===== config.mk =====
export PLATFORM = sky130hd
export DESIGN_NAME = lane_unstripe4
export DESIGN_NICKNAME = d
export VERILOG_FILES = /design/src/rtl/lane_unstripe4.sv
export SDC_FILE = /design/constraint.sdc
export NUM_CORES = 1
export LEC_CHECK = 0
export CORE_MARGIN = 2
export CORE_UTILIZATION = 50
export CTS_CLUSTER_DIAMETER = 60
export DETAILED_ROUTE_END_ITERATION = 12
export DONT_BUFFER_PORTS = 1
export SLEW_MARGIN = 0
export SYNTH_ARGS = -nofsm -noshare
export SYNTH_HDL_FRONTEND = slang
export SYNTH_SLANG_ARGS = --single-unit

===== constraint.sdc =====
create_clock -name clkf -period 1.7 [get_ports clkf]
set_input_delay 0.34 -clock clkf [delete_from_list [all_inputs] [get_ports clkf]]
set_output_delay 0.34 -clock clkf [all_outputs]
set_load 0.01 [all_outputs]

===== src/rtl/lane_unstripe4.sv =====
// lane_unstripe4 -- collects a four-lane word group in one cycle and
// serializes it onto a single registered output, lane0 first.
// A new group can be taken while lane3 is still on the output, so
// back-to-back groups stream at one word per cycle with no bubble.
module lane_unstripe4 #(
   parameter int WIDTH = 8
) (
   input  logic             clkf,
   input  logic             reset,
   input  logic [WIDTH-1:0] in0,
   input  logic [WIDTH-1:0] in1,
   input  logic [WIDTH-1:0] in2,
   input  logic [WIDTH-1:0] in3,
   input  logic             valid_in0,
   input  logic             valid_in1,
   input  logic             valid_in2,
   input  logic             valid_in3,
   output logic             ready,
   output logic [WIDTH-1:0] data_out,
   output logic             valid_out,
   output logic             error_skew,
   output logic [7:0]       group_cnt
);

   typedef enum logic {
      IDLE  = 1'b0,
      DRAIN = 1'b1
   } state_t;

   state_t           state;
   logic [1:0]       idx;
   logic [WIDTH-1:0] hold_buf [1:3];
   logic [WIDTH-1:0] next_word;

   logic [3:0] valid_vec;
   logic       all_valid;
   logic       any_valid;
   logic       last_lane;
   logic       capture;
   logic       skew;

   assign valid_vec = {valid_in3, valid_in2, valid_in1, valid_in0};
   assign all_valid = &valid_vec;
   assign any_valid = |valid_vec;

   // lane3 is on the output: the group finishes at the coming edge
   assign last_lane = (state == DRAIN) && (idx == 2'd3);

   // ready is combinational so a new group can overlap the final lane
   assign ready   = (state == IDLE) || last_lane;
   assign capture = ready && all_valid;
   assign skew    = ready && any_valid && !all_valid;

   // select the buffered word for the lane that follows the current one
   always_comb begin
      // NOTE: default assignment first so no path leaves next_word unassigned (no latch).
      next_word = hold_buf[3];
      case (idx)
         2'd0:    next_word = hold_buf[1];
         2'd1:    next_word = hold_buf[2];
         default: next_word = hold_buf[3];
      endcase
   end

   // capture / drain state machine with registered outputs
   always_ff @(posedge clkf or negedge reset) begin
      if (!reset) begin
         state      <= IDLE;
         idx        <= 2'd0;
         data_out   <= '0;
         valid_out  <= 1'b0;
         error_skew <= 1'b0;
         group_cnt  <= 8'd0;
         // NOTE: the three-word holding buffer is plain flops, so it is reset
         // along with the rest; a larger RAM-style store would be left unreset.
         hold_buf[1] <= '0;
         hold_buf[2] <= '0;
         hold_buf[3] <= '0;
      end else begin
         // NOTE: non-blocking assignments throughout so every register sees
         // the pre-edge values of the others, regardless of statement order.
         error_skew <= skew;

         if (last_lane) begin
            group_cnt <= group_cnt + 8'd1;
         end

         if (capture) begin
            data_out    <= in0;
            valid_out   <= 1'b1;
            hold_buf[1] <= in1;
            hold_buf[2] <= in2;
            hold_buf[3] <= in3;
            idx         <= 2'd0;
            state       <= DRAIN;
         end else if ((state == DRAIN) && (idx != 2'd3)) begin
            data_out  <= next_word;
            valid_out <= 1'b1;
            idx       <= idx + 2'd1;
         end else begin
            // group complete (or nothing to do): data_out keeps its last value
            valid_out <= 1'b0;
            idx       <= 2'd0;
            state     <= IDLE;
         end
      end
   end

endmodule


# Word level (Yosys, flattened, before mapping)
# Cells that the tools add are included.
dict set report totals {
  register_bits 45
  elab_cells 36
  out_inout_bits 19
}
dict set report op_classes {
  muxes 9
  reduce_logical 11
  n_eq_ne 4
  n_addsub 2
  bitwise 1
}
# operator count
set ops {}
lappend ops {{$mux W8} 2}
lappend ops {{$pmux W8 S2} 1}
lappend ops {{$add A8 B1 Y8 const B} 1}
lappend ops {{$logic_and A1 B1 Y1} 5}
lappend ops {{$mux W1} 4}
lappend ops {{$mux W2} 2}
lappend ops {{$ne A2 B2 Y1 const B} 2}
lappend ops {{$reduce_and A4 Y1} 1}
lappend ops {{$reduce_or A4 Y1} 1}
lappend ops {{$add A2 B1 Y2 const B} 1}
lappend ops {{$eq A2 B1 Y1 const B} 1}
lappend ops {{$eq A2 B2 Y1 const B} 1}
lappend ops {{$logic_not A2 Y1} 1}
lappend ops {{$reduce_bool A2 Y1} 1}
lappend ops {{$logic_not A1 Y1} 1}
lappend ops {{$logic_or A1 B1 Y1} 1}
lappend ops {{$not A1 Y1} 1}

# Logic depth before layout (Yosys ltp)
dict set report logic_depth {
  word_depth 5
  mapped_depth 6
  mapped_depth_nobuf 5
}

# Least setup slack after synthesis
# No wires, ideal clock.
dict set report synth_path {
  kind {flip-flop to flip-flop}
  startpoint {register idx[0]}
  endpoint {register hold_buf[0] (netlist bit)}
  path_stages_with_launch 7
  path_slack_ns 0.127
  t_arrival_ns 1.448
  required_ns 1.575
  period_less_slack_ns 1.573
  n_path_buf 2
  cell_sequence {dfrtp_1 -> ha_1 -> nand2b_1 -> and2_4 -> buf_6 -> buf_6 -> mux2_4}
}
dict set report synth_via {
  elab_chain_len 4
}
# item line_no
set synth_rtl {}
lappend synth_rtl {{start, declared} 31} ;# logic [1:0] idx;
lappend synth_rtl {{start signal, assigned} 99} ;# idx <= idx + 2'd1;
lappend synth_rtl {{$eq A2 B2 Y1} 47} ;# assign last_lane = (state == DRAIN) && (idx == 2'd3);
lappend synth_rtl {{$logic_and A1 B1 Y1} 47}
lappend synth_rtl {{$logic_or A1 B1 Y1} 50} ;# assign ready = (state == IDLE) || last_lane;
lappend synth_rtl {{$logic_and A1 B1 Y1} 51} ;# assign capture = ready && all_valid;
lappend synth_rtl {{end, declared} 32} ;# logic [WIDTH-1:0] hold_buf [1:3];
# Every way passes these cells.
# A chain may end at the register's enable or synchronous reset.

# Worst setup path in the final report
dict set report layout_path {
  startpoint {register idx[0]}
  endpoint {output port ready}
}
dict set report layout_via {
  elab_chain_len 3
}
# item line_no
set layout_rtl {}
lappend layout_rtl {{$eq A2 B2 Y1} 47}
lappend layout_rtl {{$logic_and A1 B1 Y1} 47}
lappend layout_rtl {{$logic_or A1 B1 Y1} 50}
lappend layout_rtl {{end, declared} 18} ;# output logic ready,
# Every way passes these cells.

==> results.yml <==
outcome:
  status: "finished, final reports clean"
clocking:
  htreeDepth: 2
  cts_sinks: 45
  clockRootBuffer: "clkbuf_8"
  clkLatencyLatePin_ps: 290
  cts.path.max_buffers: 2
  clk_pin_slew_ps: 80
  cts_inserted_buffers: 5
  cts_tree: "built"
global_routing:
  grt_max_degree: 46
  antenna_found_initial: 0
  grt_pass1_wl_um: 6023
  grt-ovfl-total: 0
  grt_pass1_vias: 1267
  grt_util_all_layers_pct: 18.69
yosys:
  synth_nets: 195
  ys_top_cells_by_area: "dfrtp_1 (56%), mux2_4 (15%), nand2_1 (3.7%)"
  syn_area_um2: 2024
  ys_seq_area_share_pct: 55.62
  synth_cells: 153
  synth-main-ff-cell: "dfrtp_1"
  async_flop_share_pct: 100.0
  yosysWarnings: 0
  ys_ff_latch: 45
  yosysUniqueCellTypes: 23
  synth_area_per_cell_um2: 13.23
  synth.top_cell.area_share_pct: 55.62
  synth-edff-count: 0
  yosysTopAreaCell: "dfrtp_1"
worst_hold_path:
  min_path_type: "in -> reg"
worst_setup_path:
  required_ps: 1360
  startpoint_type: "register"
  arrival_ps: 1300
  path_max_fanout: 21
  end_kind: "primary output"
  critical_path_class: "reg -> out"
floorplan:
  rows: 23
  die_height_um: 67.63
  ios: 57
  start_util_pct: 51.35
  die_area_um2: 4574
  core_um2: 3943
  die_x_um: 67.63
flow_run:
  maxCapViolCount: 0
timing:
  max_freq_mhz: 611.1
  rsz0062_at_grt: "yes"
  finClkSkew_ps: 6.326
  finalCriticalPeriod_ps: 1636
  tightest_slew_ps: 426.8
  hold_viol: 0
  post-route-period-util_pct: 96.25
  relSlewSlack_pct: 71.54
  setup_viol: 0
  drv_slew: 0
routing:
  num_vias: 1164
  post_drt_via_cell_ratio: 5.650
  ant_nets: 0
  dr.pass1.iters: 4
  wl_um: 3765
  drt_iter0_drc: 28
  drc: 0
  wl_per_cell_um: 18.28
placed_design:
  place.gp.congestion: 0.6528
  portBuffers: 0
  post-dp-hpwl_um: 2734
cells_and_area:
  drive_gt1_share_pct: 24.36
  area_growth_pct: 8.591
  fin_nets: 197
  antennaDiodeCount: 0
  final_core_utilization_pct: 55.76
power_and_ir_drop:
  ir_drop_mv: 0.6953
  p_switching_mw: 1.281
  power_density_nw_per_um2: 1826
  power_frac_comb_pct: 31.0
  swShare_pct: 31.90
  p_int_mw: 2.734
  power.leakage_nw: 0.9998
  clkPwrFrac_pct: 20.1
  power.total_mw: 4.015
  seqPwrFrac_pct: 48.9
==> synthesized netlist by cell type (3+ instances only) <==
master,n
buf_6,4
xnor2_1,5
a31oi_1,8
mux2_2,5
nor2_1,4
inv_1,3
mux2_4,20
a211oi_1,8
nand2_1,20
a22o_1,8
dfrtp_1,45
clkbuf_1,4
ha_1,4
nand4_1,4
==> final cells by class <==
| type | instances | area [µm²] |
|---|---|---|
| Tap cell | 50 | 62.56 |
| Clock buffer | 7 | 86.33 |
| Timing Repair Buffer | 4 | 52.55 |
| Fill cell | 311 | 1744 |
| Multi-Input combinational cell | 96 | 829.5 |
| Sequential cell | 45 | 1126 |
| Inverter | 3 | 11.26 |
| Clock inverter | 1 | 30.03 |
==> worst max-delay path: stages (launching register included) <==
cell and delay [ps]:
dfrtp_1 410, ha_1 220, nand2b_1 160, buf_4 210
==> flip-flops by register name (all words and copies together), names as in the netlist <==
register and cells:
state 1, group_cnt 8, hold_buf 24, idx 2, data_out 8, error_skew 1, valid_out 1
==> per-layer routing <==
layer	track usage (%)	share of wire [%]	routed length, µm
met5	0	0	0
met4	7.653	0.82	31
met3	8.500	7.8	293
met2	30.15	50	1874
met1	21.45	42	1565
==> cells by family (layout without fill, tap and decap cells) <==
family	Yosys count	in the layout	synth area share [%]
fa+ha+maj	4	4	2.472
compound gates	24	24	8.900
simple gates	36	36	8.653
flops	45	45	55.62
buf+inv	12	15	3.708
xor+xnor	7	7	3.028
mux	25	25	17.61
==> per-stage QoR <==
stage	worst slack (ps)	hold WS, ps	TNS [ps]	cell area [µm²]	instances
2_1_floorplan	127.3	44.41	0	2024	153
3_3_place_gp	54.04	45.38	0	2038	196
3_5_place_dp	-9.639	45.47	-9.639	2038	196
4_1_cts	43.71	176.0	0	2195	206
5_1_grt	-18.71	162.1	-19.96	2198	206
6_report	63.69	188.3	0	2198	206
==> final timing paths <==
| path | from | to | slack, ps | depth (start not counted) |
|---|---|---|---|---|
| min in group asynchronous | reset | group_cnt[0] | 560 | 2 |
| hold / removal | valid_in2 | error_skew | 190 | 2 |
| setup reg to reg | idx[0] | hold_buf[2] | 80 | 4 |
| max in group asynchronous | reset | hold_buf[10] | 940 | 2 |
| hold reg to reg | idx[0] | idx[0] | 500 | 1 |
| setup / recovery | idx[0] | ready | 60 | 3 |
==> timing repair <==
item                                    4_1_cts  5_1_grt
setup buffers                                 0        0
endpoints found under the setup margin        5        5
hold buffers                                  2        0
hold endpoints to repair                     45        0
resized for setup                             1        1
pin swaps                                     0        1
==> power by group through the flow <==
stage                     Combinational (mW)  Sequential, mW  Clock (mW)
final                                   1.24            1.96       0.808
after global routing                    1.39            2.02       0.888
after CTS                               1.27            1.97       0.842
after detailed placement                1.22            1.99           0
after global placement                  1.17            1.96           0
after floorplan                         1.03            1.87           0
==> cell usage in the layout, fill, tap and decap left out, drive strengths merged <==
cell	count
dfrtp	45
mux2	25
nand2	20
a22o	8
a211oi	8
a31oi	8
clkbuf	7
xnor2	5
nand4	4
ha	4
nor2	4
inv	3
buf	3
and3	2
xor2	2
and4	2
and2	2
nand2b	1
nor4	1
bufinv	1
dlygate4sd3	1
No activity file was read; power rests on OpenSTA's default activity.
